--- src/rtl/mips_pkg.sv ---
// Shared pipeline-control types and constants for the MIPS hazard unit.
package mips_pkg;

  typedef enum logic {
    RUN     = 1'b0,
    MD_WAIT = 1'b1
  } state_e;

  localparam logic [4:0] REG_ZERO       = 5'd0;
  localparam int         MD_TIMEOUT_DEF = 64;

endpackage

--- src/rtl/load_use_detector.sv ---
// Flags a load in EX whose destination feeds either source of the ID instruction.
module load_use_detector
  import mips_pkg::*;
(
  input  logic       mem_read,
  input  logic [4:0] wr_addr,
  input  logic [4:0] rs,
  input  logic [4:0] rt,
  output logic       load_use
);

  // $zero is never a real dependency, so a load targeting it cannot stall
  assign load_use = mem_read && (wr_addr != REG_ZERO) &&
                    ((wr_addr == rs) || (wr_addr == rt));

endmodule

--- src/rtl/hazard_stall_ctrl.sv ---
// Pipeline stall/flush controller: load-use, taken-branch and mul/div waits.
// Define MULDIV_STALL_EN to build the MD_WAIT state, wait counter and timeout.
module hazard_stall_ctrl
  import mips_pkg::*;
#(
  parameter int MD_TIMEOUT  = MD_TIMEOUT_DEF,
  parameter int STALL_CNT_W = 16
) (
  input  logic                   clk,
  input  logic                   rst_n,
  input  logic                   id_ex_mem_read,
  input  logic [4:0]             id_ex_write_reg_addr,
  input  logic [4:0]             if_id_instr_rs,
  input  logic [4:0]             if_id_instr_rt,
  input  logic                   ex_branch_taken,
  input  logic                   id_md_op,
  input  logic                   md_done,
  input  logic                   stall_cnt_clr,
  output logic                   pc_write,
  output logic                   if_id_write,
  output logic                   id_ex_bubble,
  output logic                   if_id_flush,
  output logic                   md_start,
  output logic                   md_abort,
  output logic                   md_error,
  output logic [STALL_CNT_W-1:0] stall_cycles
);

  logic   load_use;
  logic   md_req;
  logic   md_timeout;
  state_e state;

  load_use_detector u_lud (
    .mem_read (id_ex_mem_read),
    .wr_addr  (id_ex_write_reg_addr),
    .rs       (if_id_instr_rs),
    .rt       (if_id_instr_rt),
    .load_use (load_use)
  );

`ifdef MULDIV_STALL_EN
  logic [7:0] wait_cnt;
  logic       md_err_q;

  assign md_req     = id_md_op;
  assign md_timeout = (state == MD_WAIT) && !md_done && (wait_cnt == 8'(MD_TIMEOUT));
  assign md_error   = md_err_q;

  always_ff @(posedge clk or negedge rst_n) begin
    if (!rst_n) begin
      state    <= RUN;
      wait_cnt <= '0;
      md_err_q <= 1'b0;
    end else begin
      case (state)
        RUN: begin
          if (!ex_branch_taken && !load_use && id_md_op) begin
            state    <= MD_WAIT;
            wait_cnt <= 8'd1;
          end
        end
        MD_WAIT: begin
          // md_done is checked first so a result on the timeout cycle is kept
          if (md_done) begin
            state    <= RUN;
            wait_cnt <= '0;
          end else if (md_timeout) begin
            state    <= RUN;
            wait_cnt <= '0;
            md_err_q <= 1'b1;
          end else begin
            wait_cnt <= wait_cnt + 8'd1;
          end
        end
        default: state <= RUN;
      endcase
    end
  end
`else
  logic unused_md;

  assign unused_md  = id_md_op ^ md_done;
  assign md_req     = 1'b0;
  assign md_timeout = 1'b0;
  assign md_error   = 1'b0;
  assign state      = RUN;
`endif

  always_comb begin
    pc_write     = 1'b1;
    if_id_write  = 1'b1;
    id_ex_bubble = 1'b0;
    if_id_flush  = 1'b0;
    md_start     = 1'b0;
    md_abort     = 1'b0;
    // reset holds the pipeline in plain run regardless of hazard inputs
    if (rst_n) begin
      if (state == MD_WAIT) begin
        pc_write     = 1'b0;
        if_id_write  = 1'b0;
        id_ex_bubble = 1'b1;
        md_abort     = md_timeout;
      end else if (ex_branch_taken) begin
        if_id_flush  = 1'b1;
        id_ex_bubble = 1'b1;
      end else if (load_use) begin
        pc_write     = 1'b0;
        if_id_write  = 1'b0;
        id_ex_bubble = 1'b1;
      end else if (md_req) begin
        pc_write     = 1'b0;
        if_id_write  = 1'b0;
        id_ex_bubble = 1'b1;
        md_start     = 1'b1;
      end
    end
  end

  always_ff @(posedge clk or negedge rst_n) begin
    if (!rst_n)
      stall_cycles <= '0;
    else if (stall_cnt_clr)
      stall_cycles <= '0;
    else if (!pc_write && (stall_cycles != '1))
      stall_cycles <= stall_cycles + 1'b1;
  end

endmodule

--- config.mk ---
export PLATFORM = sky130hd
export DESIGN_NAME = hazard_stall_ctrl
export DESIGN_NICKNAME = d
export VERILOG_FILES = /design/src/rtl/mips_pkg.sv /design/src/rtl/load_use_detector.sv /design/src/rtl/hazard_stall_ctrl.sv
export SDC_FILE = /design/constraint.sdc
export NUM_CORES = 1
export LEC_CHECK = 0
export CORE_MARGIN = 1
export CORE_UTILIZATION = 44
export CTS_BUF_LIST = sky130_fd_sc_hd__clkbuf_8
export CTS_CLUSTER_DIAMETER = 50
export DETAILED_ROUTE_END_ITERATION = 12
export HOLD_SLACK_MARGIN = 0.03
export PLACE_DENSITY = 0.82
export SETUP_SLACK_MARGIN = 0.2
export SLEW_MARGIN = 25
export SYNTH_ARGS = -nofsm -noshare
export SYNTH_HDL_FRONTEND = slang
export SYNTH_SLANG_ARGS = --single-unit
--- constraint.sdc ---
create_clock -name clk -period 2.5 [get_ports clk]
set_input_delay 0.25 -clock clk [delete_from_list [all_inputs] [get_ports clk]]
set_output_delay 0.25 -clock clk [all_outputs]
set_load 0.1 [all_outputs]
==> tab_implementation.tex, run 1 <==
\begin{tabular}{lr}
\hline
Metric & Value \\
\hline
\multicolumn{2}{l}{\textbf{Detailed routing}} \\
\quad Router iterations before antenna repair & 4 \\
\quad Iter 0 DRT Violations & 17 \\
\quad Antenna viol nets, final & 0 \\
\quad Routed wirelength normalized by instance count & 14.9 um \\
\quad Average vias per placed instance & 5.44 \\
\quad Sum of routed wire length over all layers & 2870 um \\
\quad Remaining DRCs & 0 \\
\quad Routed via count & 1050 \\
\multicolumn{2}{l}{\textbf{Clock network}} \\
\quad Number of CTS-inserted buffers & 3 \\
\quad Clk root buf & clkbuf\_8 \\
\quad Clock Tree Buf Depth & 2 \\
\quad Number of H-tree levels & 1 \\
\quad Clock tree from TritonCTS & done \\
\quad Sinks on Clock Net & 16 \\
\quad Insertion delay of the later-clocked pin in the worst-skew pair & 250 ps \\
\quad Post-CTS clock slew at the launch and capture registers of the worst setup and hold paths & 60 ps \\
\multicolumn{2}{l}{\textbf{Critical path}} \\
\quad Crit-path slowest cell & or4\_1 \\
\quad Category of the worst setup path capture point & flip-flop \\
\quad Element type at the critical path start & flip-flop \\
\quad Source of the worst register-to-register timing path & stall\_cycles[0] \\
\quad Worst path arrival time & 2420 ps \\
\quad Number of cells on the worst reg-to-reg path & 7 \\
\quad R2R Setup Slk & 240 ps \\
\quad Kind of critical path & reg2reg \\
\quad Critical-path maximum fanout & 9 \\
\quad Slowest stage delay, CP & 540 ps \\
\quad Crit. Startpoint & stall\_cycles[0] \\
\quad Worst EP required & 2650 ps \\
\quad Reg-to-reg critical path endpoint & stall\_cycles[7] \\
\quad Cells along the critical path & ha\_4 -> and3\_4 -> and3\_4 -> a311oi\_4 -> nand2\_4 -> or4\_1 -> a21oi\_1 \\
\quad Crit-path most repeated cell & and3\_4 \\
\multicolumn{2}{l}{\textbf{Floorplan}} \\
\quad Top-level port count & 45 \\
\quad Width of the die & 52.0 um \\
\quad Standard-cell rows & 17 \\
\quad Die footprint & 2700 um\^{}2 \\
\quad Die boundary height & 52.0 um \\
\quad Effective utilization at floorplan & 48.3\% \\
\quad Core area & 2280 um\^{}2 \\
\multicolumn{2}{l}{\textbf{Pwr}} \\
\quad Combinational fraction of design power & 22.5\% \\
\quad VDD IR max & 0.306 mV \\
\quad Leakage & 0.691 nW \\
\quad Net switching fraction of the power & 27.1\% \\
\quad Clock network fraction of total power & 36.3\% \\
\quad Switching Power & 0.171 mW \\
\quad Cell internal pwr & 0.460 mW \\
\quad Power consumption & 0.630 mW \\
\quad Pwr/cell area & 381 nW/um\^{}2 \\
\quad Sequential share of power & 41.2\% \\
\multicolumn{2}{l}{\textbf{Synth}} \\
\quad \#FFs+latches synth & 16 \\
\quad Cells after synthesis & 119 \\
\quad Yosys synthesis warning count & 0 \\
\quad Sequential cell area fraction in the yosys report & 36.4\% \\
\quad FFs w/ async S/R, synth & 100\% \\
\quad Number of distinct library cell variants in the gate-level netlist after synthesis & 38 \\
\quad Total standard cell area after synthesis & 1100 um\^{}2 \\
\quad Number of enable flip-flop cells after synthesis & 0 \\
\quad Mean post-synth cell area & 9.24 um\^{}2 \\
\quad Leading register cell type out of synthesis & dfrtp\_1 \\
\multicolumn{2}{l}{\textbf{Timing}} \\
\quad Tightest Pin Transition & 704 ps \\
\quad Crit share post-route & 90.6\% \\
\quad Total of endpoints with negative setup slack in the final report & 0 \\
\quad Final Max Tran Viols & 0 \\
\quad Maximum frequency from static timing analysis & 0.442 GHz \\
\quad Final hold violation count & 0 \\
\quad Minimum clock period & 2260 ps \\
\quad Setup TNS & 0 ps \\
\quad RSZ-0062 raised after global routing & yes \\
\quad Worst relative slew slack & 52.9\% \\
\quad Clock Skews & 1.40 ps \\
\multicolumn{2}{l}{\textbf{Run}} \\
\quad Maxcap violations & 0 \\
\multicolumn{2}{l}{\textbf{Placement}} \\
\quad Final HPWL from detailed placement & 2130 um \\
\quad Cell Area, Placed & 1550 um\^{}2 \\
\quad GP Congestion & 0.802 \\
\quad \# placed instances & 186 \\
\quad Count of buffers from port buffering & 39 \\
\multicolumn{2}{l}{\textbf{Layout}} \\
\quad Area of all placed cells without fillers & 1650 um\^{}2 \\
\quad Highest-count cells in the layout ignoring fill and taps & buf\_4, clkdlybuf4s50\_1, nor2\_1 \\
\quad Flip-flop count of the largest register after layout & 16 \\
\quad Largest registers ranked by flip-flop count & stall\_cycles (16) \\
\quad Register with the highest flop count & stall\_cycles \\
\quad Proportion of layout cells with a drive suffix above 1 & 34.5\% \\
\quad \# nets final & 189 \\
\quad Count of antenna diodes in the layout & 0 \\
\quad Post-layout instance count excluding filler cells & 193 \\
\quad Area growth, synth to finish & 50.3\% \\
\quad Most common cell after layout, fill and taps aside & buf\_4 \\
\multicolumn{2}{l}{\textbf{Global routing}} \\
\quad Via count of the first global-routing pass & 1017 \\
\quad Initial antenna violation count & 0 \\
\quad Global-route wire length before repair & 4630 um \\
\quad Total congestion overflow & 0 \\
\quad Largest net degree at the start of global routing & 19 \\
\quad All-Layer GR Usage & 22.9\% \\
\multicolumn{2}{l}{\textbf{Min path}} \\
\quad Worst min path class & in2async \\
\multicolumn{2}{l}{\textbf{Run status}} \\
\quad Status & finished clean \\
\hline
\end{tabular}
critical path, delay by kind of cell (launching register included):
family / cells / cell delay [ps]
AO/OA/AOI/OAI: 2 / 440
flip-flops: 1 / 510
AND/OR/NAND/NOR: 4 / 1050
adder cells (fa/ha/maj): 1 / 170
how the worst max path moves through the flow:
stage                     cells past startpoint  slack [ps]               end
after floorplan                               8          50  stall_cycles[11]
after global placement                        7         250  stall_cycles[11]
final                                         7         240   stall_cycles[7]
after global routing                          8         160  stall_cycles[10]
after detailed placement                      7         160   stall_cycles[7]
after CTS                                     7         220   stall_cycles[7]
cell usage after synthesis, types with 2 or more instances:
library cell	n	area, um^2
or4_1	4	30.0
and3_4	2	22.5
buf_4	4	30.0
xor2_1	6	52.6
nor2_1	14	52.6
inv_1	3	11.3
or3_1	3	18.8
o21ai_0	2	10.0
dfrtp_1	16	400
nand2_1	6	22.5
nand4_1	2	12.5
xnor2_1	11	96.3
o31ai_1	3	22.5
nand3_1	11	55.1
and3_2	3	22.5
a21oi_1	5	25.0
nor2b_1	3	18.8
power groups by stage:
stage	combinational [mW]	clock, mW	sequential [mW]
final	0.142	0.229	0.259
after global routing	0.150	0.240	0.259
after CTS	0.138	0.234	0.259
after detailed placement	0.137	0	0.264
after global placement	0.134	0	0.264
after floorplan	0.0783	0	0.266
kinds of logic (layout without fill, tap and decap cells):
| family | after synthesis | count (layout) | share of synthesized area (%) |
|---|---|---|---|
| fa+ha+maj | 1 | 1 | 1.14 |
| simple gates | 55 | 55 | 28.0 |
| mux | 2 | 2 | 1.93 |
| xor+xnor | 17 | 17 | 13.5 |
| other cells | 1 | 3 | 0.341 |
| flops | 16 | 16 | 36.4 |
| buf+inv | 10 | 54 | 5.46 |
| compound gates | 17 | 17 | 13.2 |
cell type report:
class	instances	area [um^2]
Clock buffer	4	55.1
Inverter	3	11.3
Sequential cell	16	417
Fill cell	171	623
Tap cell	28	35.0
Timing Repair Buffer	47	450
Multi-Input combinational cell	95	684
layer usage:
| layer | track usage, % | up-vias | share of wire, % |
|---|---|---|---|
| met2 | 39.1 | 29 | 52 |
| met3 | 3.22 | 5 | 2.9 |
| met5 | 0 | - | 0 |
| met4 | 7.21 | 0 | 0.98 |
| li1 | - | 507 | - |
| met1 | 29.5 | 509 | 44 |
metrics by stage:
step,hold WS (ps),util (%),setup WS [ps]
floorplan,-45.6,-,54.7
finish,481,72.6,235
global placement,558,68.2,248
CTS,481,70.6,224
detailed placement,556,68.2,158
global route,498,72.6,164
what timing repair did:
action                                  in CTS  in global routing
hold buffers                                 0                  0
resized for setup                            0                  5
endpoints found under the setup margin       0                  3
setup buffers                                0                  3
Power figures use the tool's default switching activity.
==> run 2: changes to the inputs <==
CTS_CLUSTER_SIZE = 16   (was unset)
SKIP_LAST_GASP = 1   (was unset)
==> results of run 2 <==
No change in the layout: final DEF, timing and power equal those of run 1.
